==> config.mk <==
export PLATFORM = sky130hd
export DESIGN_NAME = rtc_bus_cycle_gen_flat
export DESIGN_NICKNAME = d
export VERILOG_FILES = /design/src/rtl/rtc_bus_cycle_gen_if.sv /design/src/rtl/rtc_bus_cycle_gen.sv /design/src/flat_wrapper.sv
export SDC_FILE = /design/constraint.sdc
export NUM_CORES = 1
export LEC_CHECK = 0
export BUFFER_PORTS_ARGS = -buffer_cell sky130_fd_sc_hd__buf_2
export CORE_MARGIN = 2
export CORE_UTILIZATION = 53
export CTS_CLUSTER_SIZE = 30
export DETAILED_ROUTE_END_ITERATION = 12
export PLACE_DENSITY = 0.78
export SYNTH_ARGS = -nofsm -noshare
export SYNTH_HDL_FRONTEND = slang
export SYNTH_SLANG_ARGS = --single-unit
==> constraint.sdc <==
create_clock -name clk -period 2.5 [get_ports clk]
set_input_delay 0.5 -clock clk [delete_from_list [all_inputs] [get_ports clk]]
set_output_delay 0.5 -clock clk [all_outputs]
set_load 0.005 [all_outputs]
==> src/rtl/rtc_bus_cycle_gen_if.sv <==
// rtc_bus_cycle_gen_if: request/response and RTC pad signals of rtc_bus_cycle_gen
//   req/rw/addr/wdata : one register-access request from upstream control logic
//   ad_in             : AD bus value seen at the pad
//   ad_out/ad_oe      : AD bus drive value and enable
//   cs_n/ad_n/rd_n/wr_n : active-low chip strobes
//   rdata/busy/done   : read result, cycle-in-progress flag, end-of-cycle pulse
interface rtc_bus_cycle_gen_if;
    logic       req;
    logic       rw;
    logic [7:0] addr;
    logic [7:0] wdata;
    logic [7:0] ad_in;
    logic [7:0] ad_out;
    logic       ad_oe;
    logic       cs_n;
    logic       ad_n;
    logic       rd_n;
    logic       wr_n;
    logic [7:0] rdata;
    logic       busy;
    logic       done;
    modport slave (
        input  req, rw, addr, wdata, ad_in,
        output ad_out, ad_oe, cs_n, ad_n, rd_n, wr_n, rdata, busy, done
    );
    modport master (
        output req, rw, addr, wdata, ad_in,
        input  ad_out, ad_oe, cs_n, ad_n, rd_n, wr_n, rdata, busy, done
    );
endinterface

==> src/rtl/rtc_bus_cycle_gen.sv <==
// rtc_bus_cycle_gen: sequences one multiplexed address/data bus cycle to the RTC chip
//   clk   : system clock, rising edge
//   rst_n : asynchronous active-low reset
//   bus   : request, pad and status signals (see rtc_bus_cycle_gen_if)
//   PHASE_CYC : WR/RD strobe width in cycles (1..255)
//   GAP_CYC   : setup/hold/recovery width in cycles (1..255)
module rtc_bus_cycle_gen #(
    parameter int PHASE_CYC = 4,
    parameter int GAP_CYC   = 2
) (
    input logic clk,
    input logic rst_n,
    rtc_bus_cycle_gen_if.slave bus
);
    // Encoding is sequential so each phase advances by +1; RECOVER wraps to IDLE.
    typedef enum logic [2:0] {
        IDLE, A_SETUP, A_STROBE, A_HOLD, D_SETUP, D_STROBE, D_HOLD, RECOVER
    } state_t;
    localparam logic [7:0] PH_LD = 8'(PHASE_CYC - 1);
    localparam logic [7:0] GP_LD = 8'(GAP_CYC - 1);
    state_t     state, state_nxt;
    logic [7:0] cnt, cnt_nxt;
    logic [7:0] addr_q, wdata_q;
    logic       rw_q;
    logic       last, a_ph, d_ph;
    logic       n_cs_n, n_ad_n, n_rd_n, n_wr_n, n_oe, n_busy, n_done;
    logic [7:0] n_out;
    always_ff @(posedge clk or negedge rst_n) begin
        if (!rst_n) begin
            state <= IDLE;
            cnt   <= '0;
        end else begin
            state <= state_nxt;
            cnt   <= cnt_nxt;
        end
    end
    // Outputs are decoded from the next state and registered, so pads see
    // glitch-free strobes aligned with the state they belong to.
    always_comb begin
        last      = cnt == 8'd0;
        state_nxt = state;
        if (state == IDLE)
            state_nxt = bus.req ? A_SETUP : IDLE;
        else if (last)
            state_nxt = state_t'(state + 3'd1);
        cnt_nxt = cnt - 8'd1;
        if (state_nxt != state || state == IDLE)
            cnt_nxt = (state_nxt == A_STROBE || state_nxt == D_STROBE) ? PH_LD :
                      (state_nxt == IDLE) ? 8'd0 : GP_LD;
        a_ph   = state_nxt inside {A_SETUP, A_STROBE, A_HOLD};
        d_ph   = state_nxt inside {D_SETUP, D_STROBE, D_HOLD} && !rw_q;
        n_cs_n = state_nxt == IDLE || state_nxt == RECOVER;
        n_ad_n = !a_ph;
        n_wr_n = !(state_nxt == A_STROBE || (state_nxt == D_STROBE && !rw_q));
        n_rd_n = !(state_nxt == D_STROBE && rw_q);
        n_oe   = a_ph || d_ph;
        // On acceptance the address is not latched yet, so take it from the request.
        n_out  = a_ph ? (state == IDLE ? bus.addr : addr_q) : d_ph ? wdata_q : 8'h00;
        n_busy = state_nxt != IDLE;
        n_done = state == RECOVER && last;
    end
    always_ff @(posedge clk or negedge rst_n) begin
        if (!rst_n) begin
            addr_q     <= '0;
            wdata_q    <= '0;
            rw_q       <= 1'b0;
            bus.cs_n   <= 1'b1;
            bus.ad_n   <= 1'b1;
            bus.rd_n   <= 1'b1;
            bus.wr_n   <= 1'b1;
            bus.ad_oe  <= 1'b0;
            bus.ad_out <= '0;
            bus.rdata  <= '0;
            bus.busy   <= 1'b0;
            bus.done   <= 1'b0;
        end else begin
            if (state == IDLE && bus.req) begin
                addr_q  <= bus.addr;
                wdata_q <= bus.wdata;
                rw_q    <= bus.rw;
            end
            if (state == D_STROBE && last && rw_q)
                bus.rdata <= bus.ad_in;
            bus.cs_n   <= n_cs_n;
            bus.ad_n   <= n_ad_n;
            bus.rd_n   <= n_rd_n;
            bus.wr_n   <= n_wr_n;
            bus.ad_oe  <= n_oe;
            bus.ad_out <= n_out;
            bus.busy   <= n_busy;
            bus.done   <= n_done;
        end
    end
endmodule

==> src/flat_wrapper.sv <==
// flat-port wrapper written by rule: the top's interface ports become plain ports
module rtc_bus_cycle_gen_flat 
#(
    parameter int PHASE_CYC = 4,
    parameter int GAP_CYC   = 2
)
  (clk, rst_n, bus_req, bus_rw, bus_addr, bus_wdata, bus_ad_in, bus_ad_out, bus_ad_oe, bus_cs_n, bus_ad_n, bus_rd_n, bus_wr_n, bus_rdata, bus_busy, bus_done);
  rtc_bus_cycle_gen_if bus_i ();
  input logic clk;
  input logic rst_n;
  input wire logic [$bits(bus_i.req)-1:0] bus_req;
  input wire logic [$bits(bus_i.rw)-1:0] bus_rw;
  input wire logic [$bits(bus_i.addr)-1:0] bus_addr;
  input wire logic [$bits(bus_i.wdata)-1:0] bus_wdata;
  input wire logic [$bits(bus_i.ad_in)-1:0] bus_ad_in;
  output wire logic [$bits(bus_i.ad_out)-1:0] bus_ad_out;
  output wire logic [$bits(bus_i.ad_oe)-1:0] bus_ad_oe;
  output wire logic [$bits(bus_i.cs_n)-1:0] bus_cs_n;
  output wire logic [$bits(bus_i.ad_n)-1:0] bus_ad_n;
  output wire logic [$bits(bus_i.rd_n)-1:0] bus_rd_n;
  output wire logic [$bits(bus_i.wr_n)-1:0] bus_wr_n;
  output wire logic [$bits(bus_i.rdata)-1:0] bus_rdata;
  output wire logic [$bits(bus_i.busy)-1:0] bus_busy;
  output wire logic [$bits(bus_i.done)-1:0] bus_done;
  assign bus_i.req = bus_req;
  assign bus_i.rw = bus_rw;
  assign bus_i.addr = bus_addr;
  assign bus_i.wdata = bus_wdata;
  assign bus_i.ad_in = bus_ad_in;
  assign bus_ad_out = bus_i.ad_out;
  assign bus_ad_oe = bus_i.ad_oe;
  assign bus_cs_n = bus_i.cs_n;
  assign bus_ad_n = bus_i.ad_n;
  assign bus_rd_n = bus_i.rd_n;
  assign bus_wr_n = bus_i.wr_n;
  assign bus_rdata = bus_i.rdata;
  assign bus_busy = bus_i.busy;
  assign bus_done = bus_i.done;
  rtc_bus_cycle_gen #(.PHASE_CYC(PHASE_CYC), .GAP_CYC(GAP_CYC)) u_core (.clk(clk), .rst_n(rst_n), .bus(bus_i));
endmodule
==> results of run 1 <==
==> report_power, final <==
part	switching (uW)	internal, uW
logic	916	836
registers	221	1220
clock network	267	252
total	1400	2310
==> path summary, 6_finish.rpt <==
check,slack [ns],endpoint,cells after the start,startpoint
worst max-delay path,0.20,u_core.bus.rdata[3],6,u_core.cnt[0]
worst max register to register,0.20,u_core.bus.rdata[3],6,u_core.cnt[0]
worst min register to register,0.51,u_core.addr_q[0],1,u_core.addr_q[0]
max in group asynchronous,2.05,u_core.bus.wr_n,2,rst_n
min in group clk,0.41,u_core.wdata_q[4],2,bus_wdata[4]
worst min-delay path,0.16,u_core.cnt[7],2,rst_n
==> cells by family (layout without fill, tap and decap cells) <==
group / Yosys count / count (layout) / share of synthesized area, %
flip-flops: 51 / 51 / 55.41
AND/OR/NAND/NOR: 45 / 45 / 11.20
multiplexers: 33 / 33 / 16.94
AO/OA/AOI/OAI: 22 / 22 / 7.521
buffers and inverters: 14 / 69 / 4.329
adder cells (fa/ha/maj): 5 / 5 / 2.706
XOR/XNOR: 5 / 5 / 1.894
==> metrics by stage <==
step                instances  total power, uW  hold slack [ns]  setup TNS, ns
detailed placement        274             3188           0.4919              0
global route              282             4002           0.1737       -0.05709
global placement          274             3143           0.4802              0
CTS                       282             3723           0.1698              0
finish                    282             3714           0.1590              0
floorplan                 175             2815           0.2044              0
==> final cells by class <==
cell class	count	area, um^2	share of cell area, %
Tap cell	52	65.06	2.403
Sequential cell	51	1281	47.32
Clock buffer	7	96.34	3.558
Inverter	7	26.28	0.9704
Clock inverter	1	7.507	0.2773
Timing Repair Buffer	54	292.8	10.81
Multi-Input combinational cell	110	938.4	34.66
==> per-layer routing <==
metal | global-route usage (%) | vias to the layer above | share of wire (%) | routed length (um)
met3 | 7.071 | 6 | 6.9 | 284
met4 | 6.410 | 0 | 1.5 | 61
li1 | - | 733 | - | -
met2 | 27.20 | 49 | 46 | 1877
met5 | 0 | - | 0 | 0
met1 | 25.63 | 725 | 46 | 1899
==> flip-flops by register name, indices dropped and copies added (netlist names) <==
signal and cells:
u_core.addr_q 8, u_core.bus.ad_out 8, u_core.bus.rdata 8, u_core.cnt 8, u_core.wdata_q 8, u_core.state 3
u_core.bus.ad_n 1, u_core.bus.ad_oe 1, u_core.bus.busy 1, u_core.bus.cs_n 1, u_core.bus.done 1, u_core.bus.rd_n 1
u_core.bus.wr_n 1, u_core.rw_q 1
==> cells in the final DEF (no fill, tap or decap), types with 2 or more instances in the layout <==
cell / instances
dfstp_2: 4
inv_1: 5
dfrtp_1: 47
ha_1: 5
a31oi_1: 2
o31ai_1: 9
nand3_1: 8
buf_4: 3
xnor2_1: 5
mux2_2: 17
nor2_1: 9
mux2i_1: 8
nand4_1: 2
nand2_1: 11
inv_2: 2
o21ai_1: 2
or3_1: 2
nor4_1: 2
mux2_4: 8
clkbuf_8: 7
buf_2: 50
==> impl_metrics.csv, run 1 <==
group,metric,value,unit
logic_synthesis,syn_area_per_cell,13.21,um^2
drt,ant_nets,0,
clocking,cts.sinks,51,
drt,wl_per_cell,14.62,um
grt,grt_overflow,0,
power_and_ir_drop,powerDensity,1372,nW/um^2
logic_synthesis,ys.flop_type,"dfrtp_1",
sta,hold_viol_final,0,
clocking,ctsResizeCount,0,
drt,detail_route.first_pass.iterations,4,
critical_path,cp.arrival,2.49,ns
logic_synthesis,synth.net_count,208,
logic_synthesis,synth_seq_area_share,55.41,%
drt,drc_errors,0,
final_layout,drive_gt1_share,45.22,%
sta,finClkSkew,0.004680,ns
critical_path,max_stage_delay,0.62,ns
final_layout,syn_to_final_growth,17.10,%
critical_path,worstSetupStartpointType,"register",
grt,first_global_vias,1513,
critical_path,crit_path_end_kind,"register",
clocking,cts_buffer_depth,2,
final_layout,diodes,0,
clocking,cts-buffers-inserted,5,
floorplan,core_region_area,4264,um^2
grt,grt_usage,18.61,%
critical_path,crit_chain,"inv_1 > ha_1 > nor3b_2 > nand2_1 > or3_1 > mux2_4",
clocking,htreeDepth,2,
grt,grt_max_degree,52,
sta,fmax,435.1,MHz
sta,period_minus_slack,2.298,ns
critical_path,slowest_stage,"or3_1",
final_layout,nFillCells,347,
clocking,clk_latency,0.31,ns
logic_synthesis,synth_top_cells_by_count,"47 x dfrtp_1, 17 x mux2_2, 11 x nand2_1, 9 x nor2_1, 9 x o31ai_1",
sta,setup_viol,0,
grt,antenna_found_initial,0,
clocking,clkTransAtPathRegs,0.09,ns
power_and_ir_drop,ir_worst_vdd,644.3,uV
final_layout,stdcell_area,2708,um^2
floorplan,dieArea,4907,um^2
floorplan,die_x,70.05,um
drt,vias_per_cell,5.365,
logic_synthesis,synthArstFlopShare,100.0,%
drt,drtIter0Drc,95,
grt,grt_first_pass_wirelength,7.113,mm
sta,worst_slew_pin_slew,0.4874,ns
floorplan,die_h,70.05,um
logic_synthesis,syn_area,2312,um^2
clocking,cts_tree,"done",
clocking,cts_hold_buf,0,
power_and_ir_drop,leakagePower,0.001301,uW
logic_synthesis,synth_warnings,0,
hold_path,hold_path_class,"primary input to async pin",
critical_path,worstSetupPathType,"register to register",
clocking,post-cts-setup-buffers,0,
logic_synthesis,synth.top_cells.by_area,"dfrtp_1 51%, mux2_2 8.3%, mux2_4 5.2%, dfstp_2 4.5%, mux2i_1 3.5%",
sta,relSlewSlack,67.51,%
placement,dp_hpwl,2.835,mm
logic_synthesis,yosys.area.top_type_share,50.87,%
logic_synthesis,synth_edf_count,0,
placement,numPortBuffers,50,
sta,setup_slack,0.2019,ns
logic_synthesis,syn_inst,175,
placement,gp_congestion,0.8188,
logic_synthesis,synthDistinctLibCells,42,
drt,wl,4.123,mm
critical_path,critPathTopFamily,"simple AND/OR/NAND/NOR gates",
critical_path,crit_required,2.70,ns
floorplan,initial_core_util,54.23,%
sta,finalMaxSlewViolations,0,
logic_synthesis,yosysTopAreaCell,"dfrtp_1",
logic_synthesis,ys_seq_elements,51,
floorplan,ioPinCount,51,
critical_path,cp_max_fo,8,
final_layout,fin_util,63.50,%
outcome,status,"completed",
placement,place_area,2596,um^2
flow_run,cap_viol_max_count,0,
critical_path,path_buf_inv,1,
drt,vias,1513,
clocking,clockRootBuffer,"clkbuf_8",
placement,post-place-ws,0.2422,ns
floorplan,rows,24,
sta,fin_crit_sh,91.93,%
final_layout,nets,262,
logic_synthesis,yosysMostFrequentCell,"dfrtp_1",
No activity file was read; power rests on OpenSTA's default activity.
==> inputs of run 2 (changes only) <==
--- a/config.mk
+++ b/config.mk
@@ -5,12 +5,13 @@
 export SDC_FILE = /design/constraint.sdc
 export NUM_CORES = 1
 export LEC_CHECK = 0
+export ABC_AREA = 1
 export BUFFER_PORTS_ARGS = -buffer_cell sky130_fd_sc_hd__buf_2
 export CORE_MARGIN = 2
-export CORE_UTILIZATION = 53
+export CORE_UTILIZATION = 54
 export CTS_CLUSTER_SIZE = 30
 export DETAILED_ROUTE_END_ITERATION = 12
-export PLACE_DENSITY = 0.78
+export PLACE_DENSITY = 0.79
 export SYNTH_ARGS = -nofsm -noshare
 export SYNTH_HDL_FRONTEND = slang
 export SYNTH_SLANG_ARGS = --single-unit
==> constraint.sdc (replaced) <==
create_clock -name clk -period 2.5 [get_ports clk]
set_input_delay 0.5 -clock clk [delete_from_list [all_inputs] [get_ports clk]]
set_output_delay 0.5 -clock clk [all_outputs]
set_load 0.01 [all_outputs]
==> run 2 against run 1 <==
Net effect:
- critical path depth rose by 3
- register-to-register slack improved by 0.23 ns
- global-route usage fell by 0.091 points
- area after synthesis rose by 2.1%
- hold slack got worse by 0.037 ns
- combinational power rose by 5%
- critical path type unchanged
==> impl_metrics.csv, run 2 <==
group,metric,value,unit
outcome,status,"completed",
sta,rsz0062_at_grt,"no",
logic_synthesis,ys_seq_elements,51,
placement,numPortBuffers,50,
logic_synthesis,synth_top_cells_by_count,"54 x nand2_1, 47 x dfrtp_1, 23 x inv_1, 16 x mux2_2, 16 x o21ai_0",
power_and_ir_drop,leakagePower,0.001451,uW
drt,ant_nets,0,
drt,vias_per_cell,4.920,
drt,detail_route.first_pass.iterations,4,
critical_path,slowest_stage,"dfrtp_1",
final_layout,layout_commonest_cell,"nand2_1",
clocking,clk_latency,0.30,ns
critical_path,crit_path_end_kind,"register",
drt,wl_per_cell,12.09,um
critical_path,cp.arrival,2.32,ns
critical_path,critPathTopFamily,"simple AND/OR/NAND/NOR gates",
drt,drtIter0Drc,80,
floorplan,die_h,70.12,um
drt,vias,1712,
clocking,clkTransAtPathRegs,0.09,ns
logic_synthesis,synth.top_cells.by_area,"dfrtp_1 50%, nand2_1 8.6%, mux2_2 7.6%, dfstp_2 4.5%, inv_1 3.7%",
sta,worst_slew_pin_slew,0.4303,ns
drt,drc_errors,0,
grt,grt_first_pass_wirelength,7.044,mm
logic_synthesis,synthArstFlopShare,100.0,%
critical_path,max_stage_delay,0.43,ns
final_layout,syn_to_final_growth,18.18,%
critical_path,path_buf_inv,2,
clocking,cts_hold_buf,0,
final_layout,drive_gt1_share,36.15,%
grt,grt_max_degree,25,
placement,gp_congestion,0.8243,
clocking,ctsResizeCount,0,
power_and_ir_drop,powerDensity,1365,nW/um^2
floorplan,initial_core_util,54.98,%
logic_synthesis,syn_area_per_cell,9.838,um^2
final_layout,layout_common_cells,"54 x nand2_1, 50 x buf_2, 47 x dfrtp_1, 23 x inv_1",
logic_synthesis,synth_warnings,0,
clocking,cts.sinks,51,
logic_synthesis,synthDistinctLibCells,28,
clocking,clockRootBuffer,"clkbuf_8",
power_and_ir_drop,finalPower,3807,uW
critical_path,worstSetupPathType,"register to register",
flow_run,cap_viol_max_count,0,
sta,finalMaxSlewViolations,0,
final_layout,diodes,0,
sta,hold_viol_final,0,
sta,setup_viol,0,
logic_synthesis,yosysTopAreaCell,"dfrtp_1",
floorplan,rows,24,
power_and_ir_drop,ir_worst_vdd,715.4,uV
sta,period_minus_slack,2.073,ns
logic_synthesis,syn_inst,240,
logic_synthesis,yosys.area.top_type_share,49.81,%
final_layout,fin_util,64.98,%
clocking,cts_tree,"done",
floorplan,die_x,70.12,um
logic_synthesis,synth_edf_count,0,
logic_synthesis,ys.flop_type,"dfrtp_1",
grt,first_global_vias,1617,
grt,grt_overflow,0,
sta,fin_crit_sh,82.90,%
logic_synthesis,syn_area,2361,um^2
critical_path,cp_common_cell,"nand2_2",
grt,antenna_found_initial,0,
critical_path,worstSetupStartpointType,"register",
clocking,post-cts-setup-buffers,0,
sta,relSlewSlack,71.31,%
logic_synthesis,synth.net_count,273,
placement,dp_hpwl,3.197,mm
drt,wl,4.209,mm
final_layout,nets,328,
floorplan,core_region_area,4294,um^2
logic_synthesis,synth_seq_area_share,54.27,%
clocking,htreeDepth,2,
critical_path,crit_required,2.75,ns
floorplan,dieArea,4917,um^2
clocking,cts_buffer_depth,2,
sta,setup_tns,0,ns
sta,fmax,482.5,MHz
critical_path,cp_max_fo,24,
hold_path,hold_path_class,"primary input to async pin",
logic_synthesis,yosysMostFrequentCell,"nand2_1",
clocking,cts-buffers-inserted,5,
critical_path,crit_chain,"inv_1 > ha_1 > nand2_4 > inv_1 > nand2_2 > nand2_2 > nand2_2 > nand4_1 > nand2_1",
grt,grt_usage,18.52,%
sta,finClkSkew,0.004346,ns
floorplan,ioPinCount,51,
==> run 2: cell types whose count changed after synthesis, moves of 4 or more <==
cell     before  now
o21ai_0       0   16
nand2_2       0    9
mux2i_1       8    0
xor2_1        0    4
mux2_4        8    0
nand4_1       2   10
nor2_2        0    4
o31ai_1       9    0
nand2_1      11   54
inv_1         5   23
==> run 2: worst paths after layout <==
kind | depth (start not counted) | end | start | slack (ns)
max | 9 | u_core.bus.ad_out[0] | u_core.state[0] | 0.43
min | 1 | u_core.cnt[7] | rst_n | 0.12
max reg2reg | 9 | u_core.bus.ad_out[0] | u_core.state[0] | 0.43
min reg2reg | 2 | u_core.addr_q[7] | u_core.addr_q[7] | 0.49
max in group asynchronous | 2 | u_core.bus.ad_n | rst_n | 1.77
min in group clk | 2 | u_core.wdata_q[4] | bus_wdata[4] | 0.42
==> run 2: layout make-up <==
| cell class | count | area, um^2 |
|---|---|---|
| timing repair buffer | 53 | 272.8 |
| multi-input combinational | 157 | 948.4 |
| clock buffer | 6 | 82.58 |
| inverter | 27 | 101.3 |
| tap | 52 | 65.06 |
| clock inverter | 2 | 38.79 |
| sequential | 51 | 1281 |
| fill | 348 | 1504 |
==> run 2: cells by family after synthesis <==
family	Yosys count	share of synthesized area (%)
DFF	51	54.27
and+or+nand+nor	110	23.16
xor gates and xnor gates	6	2.226
buffers and inverters	32	5.564
muxes	16	7.631
adders and majority gates	5	2.650
AOI/OAI and AO/OA	20	4.504
==> run 2: report_power, final <==
| group | leakage, uW | total, uW | internal, uW | switching [uW] |
|---|---|---|---|---|
| sequential | 0.000626 | 1380 | 1210 | 175 |
| clock | 0.0000618 | 598 | 329 | 269 |
| combinational | 0.000764 | 1830 | 685 | 1140 |
| total | 0.00145 | 3810 | 2220 | 1590 |
==> run 2: per-layer routing <==
layer  up-vias  part of all wire (%)  global-route usage [%]  wire length, um
li1        882                     -                       -                -
met1       763                    43                   22.62             1816
met2        58                    49                   30.58             2044
met3         9                   5.8                   5.772              246
met4         0                   2.4                   7.479              102
met5         -                     0                       0                0
==> run 2: through the flow <==
step,hold WS [ns],cell area (um^2),setup WS (ns),instances
finish,0.1218,2790,0.4274,348
global route,0.1373,2790,0.1984,348
CTS,0.1274,2790,0.4089,348
detailed placement,0.4618,2669,0.4374,340
global placement,0.4572,2669,0.4719,340
floorplan,0.2044,2361,0.8478,240
==> inputs of run 3 (changes only) <==
--- a/config.mk
+++ b/config.mk
@@ -5,13 +5,13 @@
 export SDC_FILE = /design/constraint.sdc
 export NUM_CORES = 1
 export LEC_CHECK = 0
-export ABC_AREA = 1
+export ABC_AREA = 0
 export BUFFER_PORTS_ARGS = -buffer_cell sky130_fd_sc_hd__buf_2
 export CORE_MARGIN = 2
-export CORE_UTILIZATION = 54
+export CORE_UTILIZATION = 48
 export CTS_CLUSTER_SIZE = 30
 export DETAILED_ROUTE_END_ITERATION = 12
-export PLACE_DENSITY = 0.79
+export PLACE_DENSITY = 0.75
 export SYNTH_ARGS = -nofsm -noshare
 export SYNTH_HDL_FRONTEND = slang
 export SYNTH_SLANG_ARGS = --single-unit
==> constraint.sdc (replaced) <==
create_clock -name clk -period 1.85 [get_ports clk]
set_input_delay 0.37 -clock clk [delete_from_list [all_inputs] [get_ports clk]]
set_output_delay 0.37 -clock clk [all_outputs]
set_load 0.01 [all_outputs]
==> run 3 against run 2 <==
Net effect:
- the run now ends with setup timing left
- power grew 69%
- first-iteration DRC count grew 29%
- final area grew 13%
- sequential share of layout area shrank 5.3 points
- clock skew grew 0.0062 ns
- routed wire length grew 22%
==> impl_metrics.csv, run 3 (synthesis gave the netlist of run 1 again) <==
group,metric,value,unit
grt,grt_first_pass_wirelength,7.624,mm
sta,period_minus_slack,1.940,ns
grt,antenna_found_initial,0,
final_layout,nFillCells,335,
final_layout,layout_commonest_cell,"buf_2",
clocking,clkTransAtPathRegs,0.09,ns
final_layout,syn_to_final_growth,36.80,%
floorplan,rows,25,
drt,ant_nets,0,
sta,fmax,515.5,MHz
floorplan,initial_core_util,49.28,%
flow_run,cap_viol_max_count,0,
power_and_ir_drop,leakagePower,0.001523,uW
power_and_ir_drop,switchingPower,2506,uW
sta,whs,0.02001,ns
drt,wl,5.125,mm
sta,setup_slack,-0.08995,ns
outcome,status,"finished with violations",
drt,drtIter0Drc,103,
critical_path,reg2reg_setup_slack,-0.09,ns
critical_path,cp_max_fo,4,
critical_path,cp.arrival,2.14,ns
clocking,cts_buffer_depth,2,
floorplan,core_region_area,4692,um^2
critical_path,crit_path_end_kind,"register",
placement,numPortBuffers,50,
sta,finalMaxSlewViolations,0,
drt,vias,1726,
final_layout,diodes,0,
sta,relSlewSlack,79.18,%
clocking,cts_tree,"done",
outcome,violations,"setup timing",
sta,rsz0062_at_grt,"yes",
power_and_ir_drop,powerDensity,2037,nW/um^2
grt,grt_max_degree,52,
critical_path,worstSetupStartpointType,"register",
placement,post-place-ws,-0.1327,ns
sta,finClkSkew,0.01054,ns
floorplan,dieArea,5388,um^2
hold_path,hold_path_class,"primary input to async pin",
clocking,clockRootBuffer,"clkbuf_8",
critical_path,crit_required,2.05,ns
drt,drc_errors,0,
final_layout,layout_common_cells,"50 x buf_2, 45 x dfrtp_1, 35 x buf_4, 17 x mux2_2",
power_and_ir_drop,finalPower,6442,uW
final_layout,fin_util,67.41,%
clocking,cts-buffers-inserted,5,
drt,vias_per_cell,5.360,
grt,grt_usage,18.58,%
floorplan,die_x,73.41,um
power_and_ir_drop,p_sw_share,38.90,%
clocking,cts.sinks,51,
clocking,clk_latency,0.31,ns
grt,grt_overflow,0,
clocking,htreeDepth,2,
floorplan,ioPinCount,51,
final_layout,nets,300,
sta,fin_crit_sh,104.9,%
power_and_ir_drop,ir_worst_vdd,1063,uV
placement,gp_congestion,0.9120,
power_and_ir_drop,power_frac_comb,59.3,%
critical_path,worstSetupPathType,"register to register",
power_and_ir_drop,power_frac_seq,30.2,%
grt,first_global_vias,1657,
placement,dp_hpwl,3.281,mm
sta,setup_tns,-0.9022,ns
power_and_ir_drop,p_int,3936,uW
sta,worst_slew_pin_slew,0.3094,ns
sta,setup_viol,14,
power_and_ir_drop,power_frac_clock,10.5,%
drt,detail_route.first_pass.iterations,4,
sta,hold_viol_final,0,
drt,wl_per_cell,15.92,um
final_layout,drive_gt1_share,60.45,%
floorplan,die_h,73.41,um
run 3: worst max-delay path, stage by stage, from the launching register on:
cell	delay, ns
dfrtp_1	0.39
inv_2	0.08
ha_4	0.14
or3b_4	0.42
o211ai_2	0.19
o211a_1	0.21
inv_2	0.06
buf_4	0.14
o21ai_4	0.13
nand2_1	0.07
run 3: power groups by stage:
stage | logic [uW] | clock network, uW | registers [uW]
global placement | 2870 | 0 | 1950
CTS | 3370 | 691 | 1940
global route | 4130 | 737 | 2010
finish | 3820 | 676 | 1950
floorplan | 1920 | 0 | 2030
detailed placement | 2940 | 0 | 1960
run 3: timing repair:
item | CTS | global route
gates resized for setup | 14 | 16
pin swaps | 8 | 10
cloned | 0 | 1
setup buffers | 7 | 9
endpoints found under the setup margin | 26 | 41
hold buffers | 0 | 0
run 3: final timing paths:
path                             startpoint             endpoint  depth (start not counted)
setup / recovery              u_core.cnt[0]     u_core.bus.ad_oe                          9
hold / removal                        rst_n        u_core.cnt[5]                          2
setup reg to reg              u_core.cnt[0]     u_core.bus.ad_oe                          9
hold reg to reg            u_core.addr_q[2]     u_core.addr_q[2]                          1
max in group asynchronous             rst_n      u_core.bus.cs_n                          2
min in group clk               bus_ad_in[6]  u_core.bus.rdata[6]                          2
run 3: metrics by stage:
stage / std cells / instance area [um^2]
after global placement: 298 / 2799
final: 322 / 3163
after floorplan: 175 / 2337
after global routing: 322 / 3163
after CTS: 313 / 3013
after detailed placement: 298 / 2799
run 3: area by class of cell:
cell class | count | area, um^2 | share of cell area [%]
timing repair buffer | 91 | 598.1 | 18.91
clock inverter | 2 | 16.27 | 0.5142
tap | 54 | 67.56 | 2.136
inverter | 7 | 26.28 | 0.8307
multi-input combinational | 111 | 1089 | 34.41
clock buffer | 6 | 82.58 | 2.611
sequential | 51 | 1284 | 40.59
run 3: routing by layer:
metal | vias up | wire length (um) | track usage [%]
li1 | 814 | - | -
met1 | 841 | 2055 | 24.46
met2 | 56 | 2620 | 30.43
met3 | 15 | 323 | 5.213
met4 | 0 | 125 | 4.848
met5 | - | 0 | 0
